--- src/rtl/instr_fetch.sv ---
// instr_fetch: instruction fetch stage with a single outstanding memory request,
// an IF/ID pipeline register and a one-entry hold buffer for stalled decode.
//
// Ports:
//   clk, rst                  clock, asynchronous active-high reset
//   stall                     decode not accepting; IF/ID is held
//   redirect, redirect_pc     taken branch/jump pulse and its target
//   imem_req, imem_addr       fetch request strobe and address
//   imem_rvalid, imem_rdata   instruction memory response
//   if_valid, if_instr,       IF/ID register contents
//   if_pc, if_pc_plus4
//   opcode, funct             decode fields of if_instr (combinational)
module instr_fetch #(
   parameter logic [31:0] RESET_PC = 32'h0000_0000
) (
   input  logic        clk,
   input  logic        rst,
   input  logic        stall,
   input  logic        redirect,
   input  logic [31:0] redirect_pc,
   output logic        imem_req,
   output logic [31:0] imem_addr,
   input  logic        imem_rvalid,
   input  logic [31:0] imem_rdata,
   output logic        if_valid,
   output logic [31:0] if_instr,
   output logic [31:0] if_pc,
   output logic [31:0] if_pc_plus4,
   output logic [5:0]  opcode,
   output logic [5:0]  funct
);

   typedef enum logic [2:0] {IDLE, REQ, WAIT, HOLD, DRAIN} state_t;

   state_t      state;
   logic [31:0] pc;
   logic [31:0] hold_instr;
   logic [31:0] hold_pc;

   // pc is only advanced once a response has been accepted, so it equals the
   // address of the request in flight for the whole REQ/WAIT window.
   assign imem_addr = pc;
   assign opcode    = if_instr[31:26];
   assign funct     = if_instr[5:0];

   always_ff @(posedge clk or posedge rst) begin
      if (rst) begin
         state       <= IDLE;
         pc          <= RESET_PC;
         imem_req    <= 1'b0;
         if_valid    <= 1'b0;
         if_instr    <= '0;
         if_pc       <= '0;
         if_pc_plus4 <= '0;
         hold_instr  <= '0;
         hold_pc     <= '0;
      end else begin
         imem_req <= 1'b0;
         if (redirect) begin
            // Hold buffer content is dead once the state leaves HOLD.
            pc       <= redirect_pc & 32'hFFFF_FFFC;
            if_valid <= 1'b0;
            case (state)
               REQ: state <= DRAIN;
               WAIT, DRAIN: begin
                  if (imem_rvalid) begin
                     state    <= REQ;
                     imem_req <= 1'b1;
                  end else begin
                     state <= DRAIN;
                  end
               end
               default: begin
                  state    <= REQ;
                  imem_req <= 1'b1;
               end
            endcase
         end else begin
            // Decode took the current word; a load below overrides this clear.
            if (if_valid && !stall)
               if_valid <= 1'b0;
            case (state)
               IDLE: begin
                  state    <= REQ;
                  imem_req <= 1'b1;
               end
               REQ: state <= WAIT;
               WAIT: begin
                  if (imem_rvalid) begin
                     pc <= pc + 32'd4;
                     if (!if_valid || !stall) begin
                        if_valid    <= 1'b1;
                        if_instr    <= imem_rdata;
                        if_pc       <= pc;
                        if_pc_plus4 <= pc + 32'd4;
                        state       <= REQ;
                        imem_req    <= 1'b1;
                     end else begin
                        hold_instr <= imem_rdata;
                        hold_pc    <= pc;
                        state      <= HOLD;
                     end
                  end
               end
               HOLD: begin
                  if (!stall) begin
                     if_valid    <= 1'b1;
                     if_instr    <= hold_instr;
                     if_pc       <= hold_pc;
                     if_pc_plus4 <= hold_pc + 32'd4;
                     state       <= REQ;
                     imem_req    <= 1'b1;
                  end
               end
               DRAIN: begin
                  if (imem_rvalid) begin
                     state    <= REQ;
                     imem_req <= 1'b1;
                  end
               end
               default: state <= IDLE;
            endcase
         end
      end
   end

endmodule

--- config.mk ---
export PLATFORM = sky130hd
export DESIGN_NAME = instr_fetch
export DESIGN_NICKNAME = d
export VERILOG_FILES = /design/src/rtl/instr_fetch.sv
export SDC_FILE = /design/constraint.sdc
export NUM_CORES = 1
export LEC_CHECK = 0
export CAP_MARGIN = 20
export CORE_MARGIN = 2
export CORE_UTILIZATION = 41
export CTS_CLUSTER_DIAMETER = 30
export CTS_CLUSTER_SIZE = 20
export DETAILED_ROUTE_END_ITERATION = 6
export GPL_TIMING_DRIVEN = 1
export HOLD_SLACK_MARGIN = 0.02
export PLACE_DENSITY = 0.69
export SYNTH_ARGS = -nofsm -noshare
export SYNTH_HDL_FRONTEND = slang
export SYNTH_SLANG_ARGS = --single-unit
--- constraint.sdc ---
create_clock -name clk -period 6.4 [get_ports clk]
set_clock_uncertainty 0.2 [all_clocks]
set_input_delay 0.96 -clock clk [delete_from_list [all_inputs] [get_ports clk]]
set_output_delay 0.96 -clock clk [all_outputs]
set_load 0.03 [all_outputs]
* Yosys cells after proc, flatten, opt, wreduce, memory -nomap -nowiden *
Cells that the tools add are included.
Widths: inputs -> output; s select.

storage, ports and cells
  register bits = 197
  bits in latches = 0
  RAM bits = 0
  bits in read-only memories = 0
  word-level logic and storage cells = 72
  memories = 0

operators by class
  add/subtract/negate cells = 2
  multipliers = 0
  divide/modulo/power cells = 0
  order comparisons = 0
  eq/ne operators = 10
  shifts and indexed selects = 0
  multiplexer cells = 36
  bitwise logic cells = 2
  reduce and logical (&&, ||, !) cells = 13

operator list
  cell                   count
  $mux 32                12
  $pmux 32 s2            3
  $add 32x3->32 const B  2
  $mux 3                 5
  $pmux 3 s5             1
  $mux 1                 10
  $ne 3x3->1 const B     3
  $eq 3x2->1 const B     2
  $ne 2x2->1 const B     3
  $pmux 3 s2             1
  $reduce_bool 2->1      3
  $reduce_and 5->1       1
  $pmux 1 s2             2
  $pmux 1 s4             1
  $reduce_and 4->1       1
  $eq 3x1->1 const B     1
  $eq 3x3->1 const B     1
  $logic_not 3->1        1
  $reduce_and 3->1       1
  $logic_not 1->1        2
  $mux 2                 1
  $not 1->1              2
  $reduce_and 2->1       1
  $reduce_or 2->1        1
  2 further kinds        2

* Longest topological paths before layout *
  depth in word-level cells = 7
  depth in mapped cells = 9

* Worst setup path before layout *
Ideal clock, no wire load.

  path type = in2reg
  from = input port redirect
  to = register if_instr[29]
  arrival time = 2.241 ns
  required time = 6.117 ns
  setup slack = 3.876 ns
  stages = 8
  path buffers = 4
  cell sequence = clkbuf_1 -> nor2_1 -> nand3_1 -> clkbuf_1 -> buf_2 -> buf_2 -> nand2_1 -> o21ai_0

between the ends
  longest elaborated chain between the ends = 2

ends and longest elaborated chain
  what                               RTL line  text
  from (decl)                        19        input logic redirect,
  $not 1->1 (no source line)         --
  $reduce_and 5->1 (no source line)  --
  to (signal assigned)               93        if_instr <= imem_rdata;
  to (signal assigned)               108       if_instr <= hold_instr;
  to (decl)                          26        output logic [31:0] if_instr,

Every way passes these cells.
A chain may end at the register's enable or synchronous reset.

* Worst setup path after layout *
  from = input port stall
  to = register if_pc[2]

between the ends
  longest elaborated chain between the ends = 4
  elaborated cells on any way between the ends = 5

ends and longest elaborated chain
  what                                   RTL line  text
  from (decl)                            18        input logic stall,
  $logic_not 1->1                        --
  $logic_or 1x1->1                       91        if (!if_valid || !stall) begin
  $ne 2x2->1 (no source line)            --
  $reduce_and 5->1 (no source line) (*)  --
  to (signal assigned)                   94        if_pc <= pc;
  to (signal assigned)                   109       if_pc <= hold_pc;
  to (decl)                              27        output logic [31:0] if_pc,

Every way passes the cells marked *; elsewhere a longest branch is shown, timed or not.

==> metrics.txt <==
Seq/Total Area, Yosys 48.8%; mapped cell area around 9700 µm²; hold_sp if_pc[27]$_DFFE_PP0P_; worst vdd ir around 0.2 mV; post-CTS setup buffer count 0; average routed wire per standard cell between 15 and 20 µm; # resized after CTS 0; Filler Cell Count about 2100; DR iter-0 viols between 400 and 500; pwr/cell area 402 nW/µm²; global-route wire length before repair between 30000 and 40000 µm; flops & latches, synth around 190; clk sinks 189; Max FO, Critical Path 90; CP cell instances clkdlybuf4s50_1 > o21ai_0 > nand3_4 > buf_12 > a211o_1 > a21boi_0; total die area approximately 25000 µm²; Critical Path AT roughly 3400 ps; most instantiated cells after synthesis dfrtp_1, nand2_1, o21ai_0, mux2i_1, mux2_2; R2R Path End imem_addr[28]$_DFFE_PP0P_; Hold Path Sink if_pc[27]$_DFFE_PP0P_; Worst-path clk slew about 70 ps; final hold violation count 0; Starting Density between 40 and 50%; Ant. Diodes 0; WP data required approximately 6500 ps; Tightest Pin Transition 1220 ps; vias in the first global route between 7000 and 8000; synth warn 0; CP peak stage delay 680 ps; Synth Flop Type dfrtp_1; total grt overflow 0; CTS Buffer Depth 2; FF/Latch Area 4730 µm²; CTS HTree Levels 4; final WL roughly 25000 µm; area of the multi-input gates between 4000 and 5000 µm²; f_max about 300 MHz; antenna violations before repair 0; clock period minus final worst setup slack around 3300 ps; final period utilization 51.6%; run status completed; ys async rst share between 90% and 100%; # Max-Cap Violations 0; Post-synth EDFFs 0; Yosys top cell by area dfrtp_1; root buffer cell clkbuf_16; Worst Setup Start Kind input pin; row count between 50 and 60; worst setup path startpoint stall; Final ANT Viol Nets 0; post-DP HPWL roughly 17000 µm; Relative slew margins ~18%; Fin Setup TNS 0 ps; Area growth syn-to-layout 27.2%; R2R Setup Slk approximately 3300 ps; Global Route Usage Sum ~20%; Worst-Skew Late Latency around 440 ps; Ports approximately 210; Setup Crit Path Kind input pin to flip-flop; Cells after Synth between 900 and 1000; hold buffers post-CTS 0; Critical R2R Launch imem_addr[2]$_DFFE_PP0P_; CTS tree built; post-synth top area share between 40% and 50%; leakage power approximately 5.6 nW; height of the chip around 160 µm; Finished Layout Cells between 1000 and 1500; Hold Path Class flip-flop to flip-flop; most common cell in the netlist dfrtp_1; via count 7467; DR DRC count 0; Cell Count Post-Placement 1400; RSZ-0062 raised after global routing no; Via-to-Cell Ratio between 5 and 6; largest cells by area after synthesis dfrtp_1, mux2i_1, mux2_2; Finished Cell Area roughly 12000 µm²; GPL Wtd Cong about 0.83; largest net degree at the start of global routing between 90 and 100; CP Capture Type flip-flop; Hold Path Stages 2; layout cell share with drive strength beyond 1 roughly a tenth; die width about 160 µm; Mean Syn Cell Area ~10 µm²; Slew Limit Fails 0; worst r2r path cells 7; Pre-antenna DRT Iters 4; Netlist cell types between 50 and 60; CP max-delay cell nand3_4; # setup viols final 0; Final nets around 1200; Num CTS Buffers 17; placed inst area ~12000 µm²; core box area around 23000 µm²; port buffer count 202
## registers in the layout, indices dropped and copies added (netlist names)
register,count
if_pc_plus4,30
if_instr,32
hold_instr,32
if_valid,1
if_pc,30
hold_pc,30
state,3
imem_req,1
imem_addr,30
## cells in the final DEF (no fill, tap or decap), drive strengths merged, types with 17 or more instances in the layout
cell,synthesis,layout
clkdlybuf4s50,0,201
dfrtp,189,189
nand2,146,146
o21ai,118,118
mux2i,74,74
mux2,57,57
xor2,49,49
nand3,33,33
xnor2,31,31
nor2,29,29
nand4,26,26
inv,9,19
clkbuf,42,18
nor3,17,17
## through the flow
step	utilization [%]	total power, W	hold slack (ps)	setup WS, ps
after floorplan	-	0.00307	280	97.9
after global placement	50.3	0.00392	262	2650
after detailed placement	50.3	0.00395	270	2610
after CTS	52.8	0.00500	287	2990
after global routing	52.8	0.00522	304	2950
final	52.8	0.00495	279	3100
## how the worst max path moves through the flow
| stage | slack (ps) | cells past startpoint | to |
|---|---|---|---|
| floorplan | 100 | 1 | hold_instr[0]$_DFFE_PP0P_ |
| global placement | 2650 | 6 | if_pc[2]$_DFFE_PP0P_ |
| detailed placement | 2610 | 6 | if_pc[2]$_DFFE_PP0P_ |
| CTS | 2990 | 6 | imem_addr[28]$_DFFE_PP0P_ |
| global route | 2950 | 6 | if_pc[2]$_DFFE_PP0P_ |
| finish | 3100 | 6 | if_pc[2]$_DFFE_PP0P_ |
## report_power, final
| group | internal [W] | switching (W) | leakage, nW |
|---|---|---|---|
| clock | 0.000520 | 0.000520 | 0.280 |
| combinational | 0.000870 | 0.00123 | 2.92 |
| sequential | 0.00153 | 0.000279 | 2.44 |
| total | 0.00292 | 0.00203 | 5.64 |
## kinds of logic after synthesis
family	Yosys count	share of synthesized area, %
AOI/OAI and AO/OA	153	8.74
and+or+nand+nor	300	15.2
other	1	0.0387
xor gates and xnor gates	80	7.23
adders and majority gates	2	0.258
buffers and inverters	106	5.41
DFF	189	48.8
muxes	131	14.3
## layer usage
layer	track usage (%)	part of all wire, %	up-vias
li1	-	-	3607
met5	0	0	-
met2	32.4	47	223
met4	7.32	2.3	0
met1	28.4	46	3598
met3	3.26	4.5	39
## worst max-delay path: cells and delay by family
| family | cells | cell delay, ps |
|---|---|---|
| buffers and inverters | 2 | 1060 |
| AND/OR/NAND/NOR | 1 | 680 |
| AO/OA/AOI/OAI | 3 | 610 |
## area by class of cell
cell class	count	area share, %
clock buffer	17	3.45
clock inverter	15	1.17
inverter	9	0.335
multi-input combinational	672	36.3
sequential	189	38.4
tap	319	3.24
timing repair buffer	212	17.1
Note: power is estimated with default switching activity, not from simulation.
